==> src/rtl/conv_pkg.sv <==
// Shared definitions for the binary-to-BCD converter:
// FSM state encoding, BCD digit width and add-3 threshold.
package conv_pkg;

    typedef enum logic [1:0] {
        S_IDLE  = 2'd0,
        S_SHIFT = 2'd1,
        S_DONE  = 2'd2
    } state_t;

    localparam int BCD_DIGIT_W = 4;

    localparam logic [3:0] ADD3_THRESH = 4'd5;

endpackage

==> src/rtl/bcd_add3.sv <==
// Per-digit double-dabble correction: digits >= 5 get +3
// so the following left shift carries into the next digit.
module bcd_add3
    import conv_pkg::*;
(
    input  logic [3:0] din,
    output logic [3:0] dout
);

    // Correct one digit from its pre-shift value
    always_comb begin
        dout = din;
        if (din >= ADD3_THRESH)
            dout = din + 4'd3;
    end

endmodule

==> src/rtl/bcd_converter.sv <==
// Sequential binary-to-BCD converter, one bit per cycle.
// Optional BCD_SIGNED_EN: two's complement input, sign on out_neg.
module bcd_converter
    import conv_pkg::*;
#(
    parameter int WIDTH  = 8,
    parameter int DIGITS = 3
) (
    input  logic                  clk,
    input  logic                  reset,
    input  logic                  in_valid,
    output logic                  in_ready,
    input  logic [WIDTH-1:0]      in_data,
    output logic                  out_valid,
    input  logic                  out_ready,
    output logic [4*DIGITS-1:0]   out_bcd,
    output logic                  out_neg,
    output logic                  busy
);

    localparam int BW = BCD_DIGIT_W * DIGITS;
    localparam int CW = $clog2(WIDTH + 1);

    state_t            state_q;
    state_t            state_d;
    logic [WIDTH-1:0]  src_q;
    logic [WIDTH-1:0]  src_load;
    logic [WIDTH-1:0]  src_next;
    logic [BW-1:0]     acc_q;
    logic [BW-1:0]     acc_fix;
    logic [BW-1:0]     acc_next;
    logic [CW-1:0]     cnt_q;
    logic [BW-1:0]     bcd_q;
    logic              accept;
    logic              last_shift;

    assign accept     = in_valid && in_ready;
    assign last_shift = (state_q == S_SHIFT) && (cnt_q == CW'(1));

    genvar g;
    generate
        for (g = 0; g < DIGITS; g++) begin : g_dig
            bcd_add3 u_add3 (
                .din  (acc_q[g*BCD_DIGIT_W +: BCD_DIGIT_W]),
                .dout (acc_fix[g*BCD_DIGIT_W +: BCD_DIGIT_W])
            );
        end
    endgenerate

    // Shift the corrected accumulator and source as one word
    always_comb begin
        {acc_next, src_next} = {acc_fix, src_q} << 1;
    end

`ifdef BCD_SIGNED_EN
    logic sign_q;
    logic neg_q;

    // Load the magnitude; the most negative value wraps to itself
    always_comb begin
        src_load = in_data;
        if (in_data[WIDTH-1])
            src_load = ~in_data + WIDTH'(1);
    end

    // Sign travels with the conversion and lands with the result
    always_ff @(posedge clk or negedge reset) begin
        if (!reset) begin
            sign_q <= 1'b0;
            neg_q  <= 1'b0;
        end else begin
            if (accept)
                sign_q <= in_data[WIDTH-1];
            if (last_shift)
                neg_q <= sign_q;
        end
    end

    assign out_neg = neg_q;
`else
    assign src_load = in_data;
    assign out_neg  = 1'b0;
`endif

    // State register
    always_ff @(posedge clk or negedge reset) begin
        if (!reset)
            state_q <= S_IDLE;
        else
            state_q <= state_d;
    end

    // Next-state logic
    always_comb begin
        state_d = state_q;
        unique case (state_q)
            S_IDLE:  if (accept)     state_d = S_SHIFT;
            S_SHIFT: if (last_shift) state_d = S_DONE;
            S_DONE:  if (out_ready)  state_d = S_IDLE;
            default:                 state_d = S_IDLE;
        endcase
    end

    // Handshake and status outputs decoded from state
    always_comb begin
        in_ready  = reset && (state_q == S_IDLE);
        out_valid = (state_q == S_DONE);
        busy      = (state_q == S_SHIFT) || (state_q == S_DONE);
    end

    // Conversion datapath; result register only updates on DONE entry
    always_ff @(posedge clk or negedge reset) begin
        if (!reset) begin
            src_q <= '0;
            acc_q <= '0;
            cnt_q <= '0;
            bcd_q <= '0;
        end else if (accept) begin
            src_q <= src_load;
            acc_q <= '0;
            cnt_q <= CW'(WIDTH);
        end else if (state_q == S_SHIFT) begin
            src_q <= src_next;
            acc_q <= acc_next;
            cnt_q <= cnt_q - CW'(1);
            if (last_shift)
                bcd_q <= acc_next;
        end
    end

    assign out_bcd = bcd_q;

endmodule

==> config.mk <==
export PLATFORM = sky130hd
export DESIGN_NAME = bcd_converter
export DESIGN_NICKNAME = d
export VERILOG_FILES = /design/src/rtl/conv_pkg.sv /design/src/rtl/bcd_add3.sv /design/src/rtl/bcd_converter.sv
export SDC_FILE = /design/constraint.sdc
export NUM_CORES = 1
export LEC_CHECK = 0
export CAP_MARGIN = 20
export CORE_MARGIN = 3
export CORE_UTILIZATION = 46
export DETAILED_ROUTE_END_ITERATION = 7
export PLACE_DENSITY_LB_ADDON = 0.08
export SLEW_MARGIN = 20
export SYNTH_ARGS = -nofsm -noshare
export SYNTH_HDL_FRONTEND = slang
export SYNTH_HIERARCHICAL = 1
export SYNTH_SLANG_ARGS = --single-unit
==> constraint.sdc <==
create_clock -name clk -period 4.68 [get_ports clk]
set_input_delay 0.702 -clock clk [delete_from_list [all_inputs] [get_ports clk]]
set_output_delay 0.702 -clock clk [all_outputs]
set_load 0.1 [all_outputs]
======== Yosys cells after proc, flatten, opt, wreduce, memory -nomap -nowiden ========
Cells that the tools add are included.
word-level totals
  register bits ........................... 38
  input port bits ......................... 12
  output and inout port bits .............. 16
  logic and storage cells ................. 40
operators by class
  $add $sub $neg .......................... 4
  order comparisons ....................... 3
  equality and inequality tests ........... 6
  mux-type cells .......................... 13
  bitwise operators ....................... 1
  reduce and logical (&&, ||, !) cells .... 8
operator list
  kind                 count
  $mux 12              2
  $mux 4               4
  $mux 8               2
  $ge 4x3->1 const B   3
  $add 4x2->4 const B  2
  $mux 2               3
  $pmux 2 s3           1
  $reduce_and 3->1     2
  $eq 4x1->1 const B   1
  $ne 2x2->1 const B   2
  $sub 4x1->4 const B  1
  $add 3x2->3 const B  1
  $logic_and 1x1->1    3
  $mux 3               1
  $eq 2x1->1 const B   1
  $eq 2x2->1 const B   1
  $logic_not 2->1      1
  $ne 2x1->1 const B   1
  $reduce_bool 2->1    1
  $logic_or 1x1->1     1
  $not 1->1            1

======== Longest topological paths before layout ========
  word-level depth ........................ 5
  depth in mapped cells ................... 7

======== Modules after synthesis ========
Netlist, hierarchy kept.
by module, submodules not included
  module         times used  cells an instance  area each (sq um)  sequential area each (sq um)
  bcd_converter  1           140                1722.9             950.9
  bcd_add3       3           16                 101.3              0.0

======== Worst setup path after synthesis ========
Ideal clock, no wire load.
  path kind ............................... in2out
  from .................................... input port reset
  to ...................................... output port in_ready
  data arrival time ....................... 1439 ps
  data required time ...................... 3978 ps
  path slack .............................. 2539 ps
  cell stages on the path ................. 1
  path buffers ............................ 0
  cell sequence ........................... and2_1
between the ends
  cells in the longest elaborated chain, start to end .. 1
RTL lines
  item                line                  text
  start: declaration  bcd_converter.sv:10   input logic reset,
  $logic_and 1x1->1   bcd_converter.sv:106  in_ready = reset && (state_q == S_IDLE);
  end: declaration    bcd_converter.sv:12   output logic in_ready,
No other way between the ends.

======== Worst setup path in the final report ========
  from .................................... register state_q[0]
  to ...................................... output port in_ready
between the ends
  cells in the longest elaborated chain, start to end .. 2
RTL lines
  item                      line                  text
  start: declaration        bcd_converter.sv:24   state_t state_q;
  start signal: assignment  bcd_converter.sv:90   state_q <= state_d;
  $logic_not 2->1           bcd_converter.sv:106
  $logic_and 1x1->1         bcd_converter.sv:106
No other way between the ends.

==> impl_metrics.ini <==
[run_status]
outcome = finished clean

[clocking]
postCtsResizedCells = 0
cts.root.buffer_cell = sky130_fd_sc_hd__clkbuf_8
cts_buffers = 5
tritoncts_clock_tree = yes
post-cts-setup-buffers = 0
cts.sink_count = 38
clk_latency_ps = 280
cts.clk_slew.worst_paths_ps = 70
cts-root-to-sink-buffers = 2
cts_hold_buffers = 0
h-tree-depth = 2

[hold_path]
worst_hold_path_type = in2async

[power]
sw_frac_of_total_pct = 47.2
total_power_mw = 1.69
ir_worst_vdd_uv = 306
pwr_cell_area_nw_per_um2 = 712
power.combinational.fraction_pct = 55.3
clkPwrFrac_pct = 12.4
switchingPower_mw = 0.799
power.static_leakage_nw = 1.15
power_report.internal_total_mw = 0.892
power_frac_seq_pct = 32.2

[grt]
largest_net_degree_at_the_start_of_global_routing = 42
grt-ovfl-total = 0
antenna_found_initial = 0
via_count_of_the_first_global_routing_pass = 1309
gr_util_all_layers_pct = 15.2
wire_length_of_the_first_global_routing_pass_um = 6070

[routing]
detailroute.via_count = 1329
drt.antenna.violating_nets = 0
route.detailed.drc = 0
detailedRoute.firstPassIterationCount = 4
route.detailed.vias_per_inst = 5.09
wl_um = 3570
number_of_violations_reported_at_the_end_of_detailed_routing_iteration_0 = 71
wl_per_cell_um = 13.7

[placement]
gp_routability_congestion = 0.805
port_buffers = 26
hpwl_um = 2400

[sta]
setup-violations-final = 0
final.period_utilization_pct = 63.0
setup_repair_after_global_routing_missed_its_margin = no
max_slew_margin_pct = 34.8
totalNegativeSetupSlack_ps = 0
max_clock_freq_ghz = 0.339
finalHoldViolations = 0
drv_slew = 0
worst_tran_pin_value_ps = 976
skew_ps = 4.05
layout_min_cycle_time_ps = 2950

[layout]
area_growth_pct = 18.4
final_nets = 234
most_frequent_cells_in_the_layout = sky130_fd_sc_hd__dfrtp_1, sky130_fd_sc_hd__clkdlybuf4s50_1, sky130_fd_sc_hd__nand2_1, sky130_fd_sc_hd__mux2i_1, sky130_fd_sc_hd__nor2_1
insertedDiodeCount = 0
count_of_fill_cells_added_during_filler_insertion = 346
post_route_cells_drive_above_1_share_pct = 12.8
commonest_non_fill_non_tap_cell_in_the_layout = sky130_fd_sc_hd__dfrtp_1

[die]
die-area_um2 = 5190
floorplan.die.width_um = 72.1
rows = 23
start_util_pct = 48.8
ioPinCount = 28
die_height_um = 72.1
placeableCoreArea_um2 = 4120

[yosys]
ys_warn_count = 6
syn_area_um2 = 2010
syn_area_per_cell_um2 = 10.9
syn_nets = 207
postSynthCellCount = 184

[critical_path]
worst_ep_required_time_ps = 3980
regToRegEndpoint = out_bcd[6]
critPathLaunchType = flip-flop
worst-endpoint-arrival_ps = 2250
worstRegToRegCells = 6
setup.worst_path.end_class = primary output
setup.worst_path.class = reg2out
reg2reg_setup_slack_ps = 2560
worst-path-max-fanout = 4
worst_r2r_startpoint = state_q[0]

[run]
maxCapViolCount = 0
-- layer usage --
metal / global-route usage, % / part of all wire, % / up-vias
met5: 0 / 0 / -
met4: 6.89 / 1.3 / 0
met3: 3.46 / 3.7 / 4
met2: 26.0 / 49 / 23
met1: 18.1 / 46 / 642
li1: - / - / 660
-- power groups by stage --
stage	Clock, mW	Sequential (mW)	Combinational, mW
final	0.210	0.545	0.936
after global routing	0.237	0.564	1.01
after CTS	0.217	0.547	0.948
after detailed placement	0	0.552	0.944
after global placement	0	0.543	0.922
after floorplan	0	0.730	0.574
-- state kept, by name, indices dropped and copies added, names as in the netlist --
| signal | cells |
|---|---|
| src_q | 8 |
| out_bcd | 12 |
| cnt_q | 4 |
| state_q | 2 |
| acc_q | 12 |
-- critical path: stages (launching register included) --
cell	delay [ps]
sky130_fd_sc_hd__dfrtp_1	410
sky130_fd_sc_hd__inv_1	90
sky130_fd_sc_hd__ha_1	200
sky130_fd_sc_hd__and2_1	140
sky130_fd_sc_hd__clkdlybuf4s50_1	1120
-- how the worst max path moves through the flow --
stage               startpoint  endpoint
floorplan                reset  in_ready
global placement         reset  in_ready
detailed placement       reset  in_ready
CTS                 state_q[0]  in_ready
global route        state_q[0]  in_ready
finish              state_q[0]  in_ready
-- final cells by class --
cell class	count	area [um^2]	area share, %
multi-input combinational	127	971	40.9
timing repair buffer	29	278	11.7
clock buffer	7	76.3	3.21
tap	50	62.6	2.63
sequential	38	951	40.0
inverter	10	37.5	1.58
-- metrics by stage --
step / util [%] / hold slack (ps) / setup WS [ps] / instances / instance area (um^2)
floorplan: - / 406 / 2540 / 184 / 2010
global placement: 55.9 / 496 / 1930 / 254 / 2300
detailed placement: 55.9 / 492 / 1930 / 254 / 2300
CTS: 57.7 / 510 / 1700 / 261 / 2380
global route: 57.7 / 519 / 1640 / 261 / 2380
finish: 57.7 / 482 / 1730 / 261 / 2380
(Power assumes the default switching activity.)
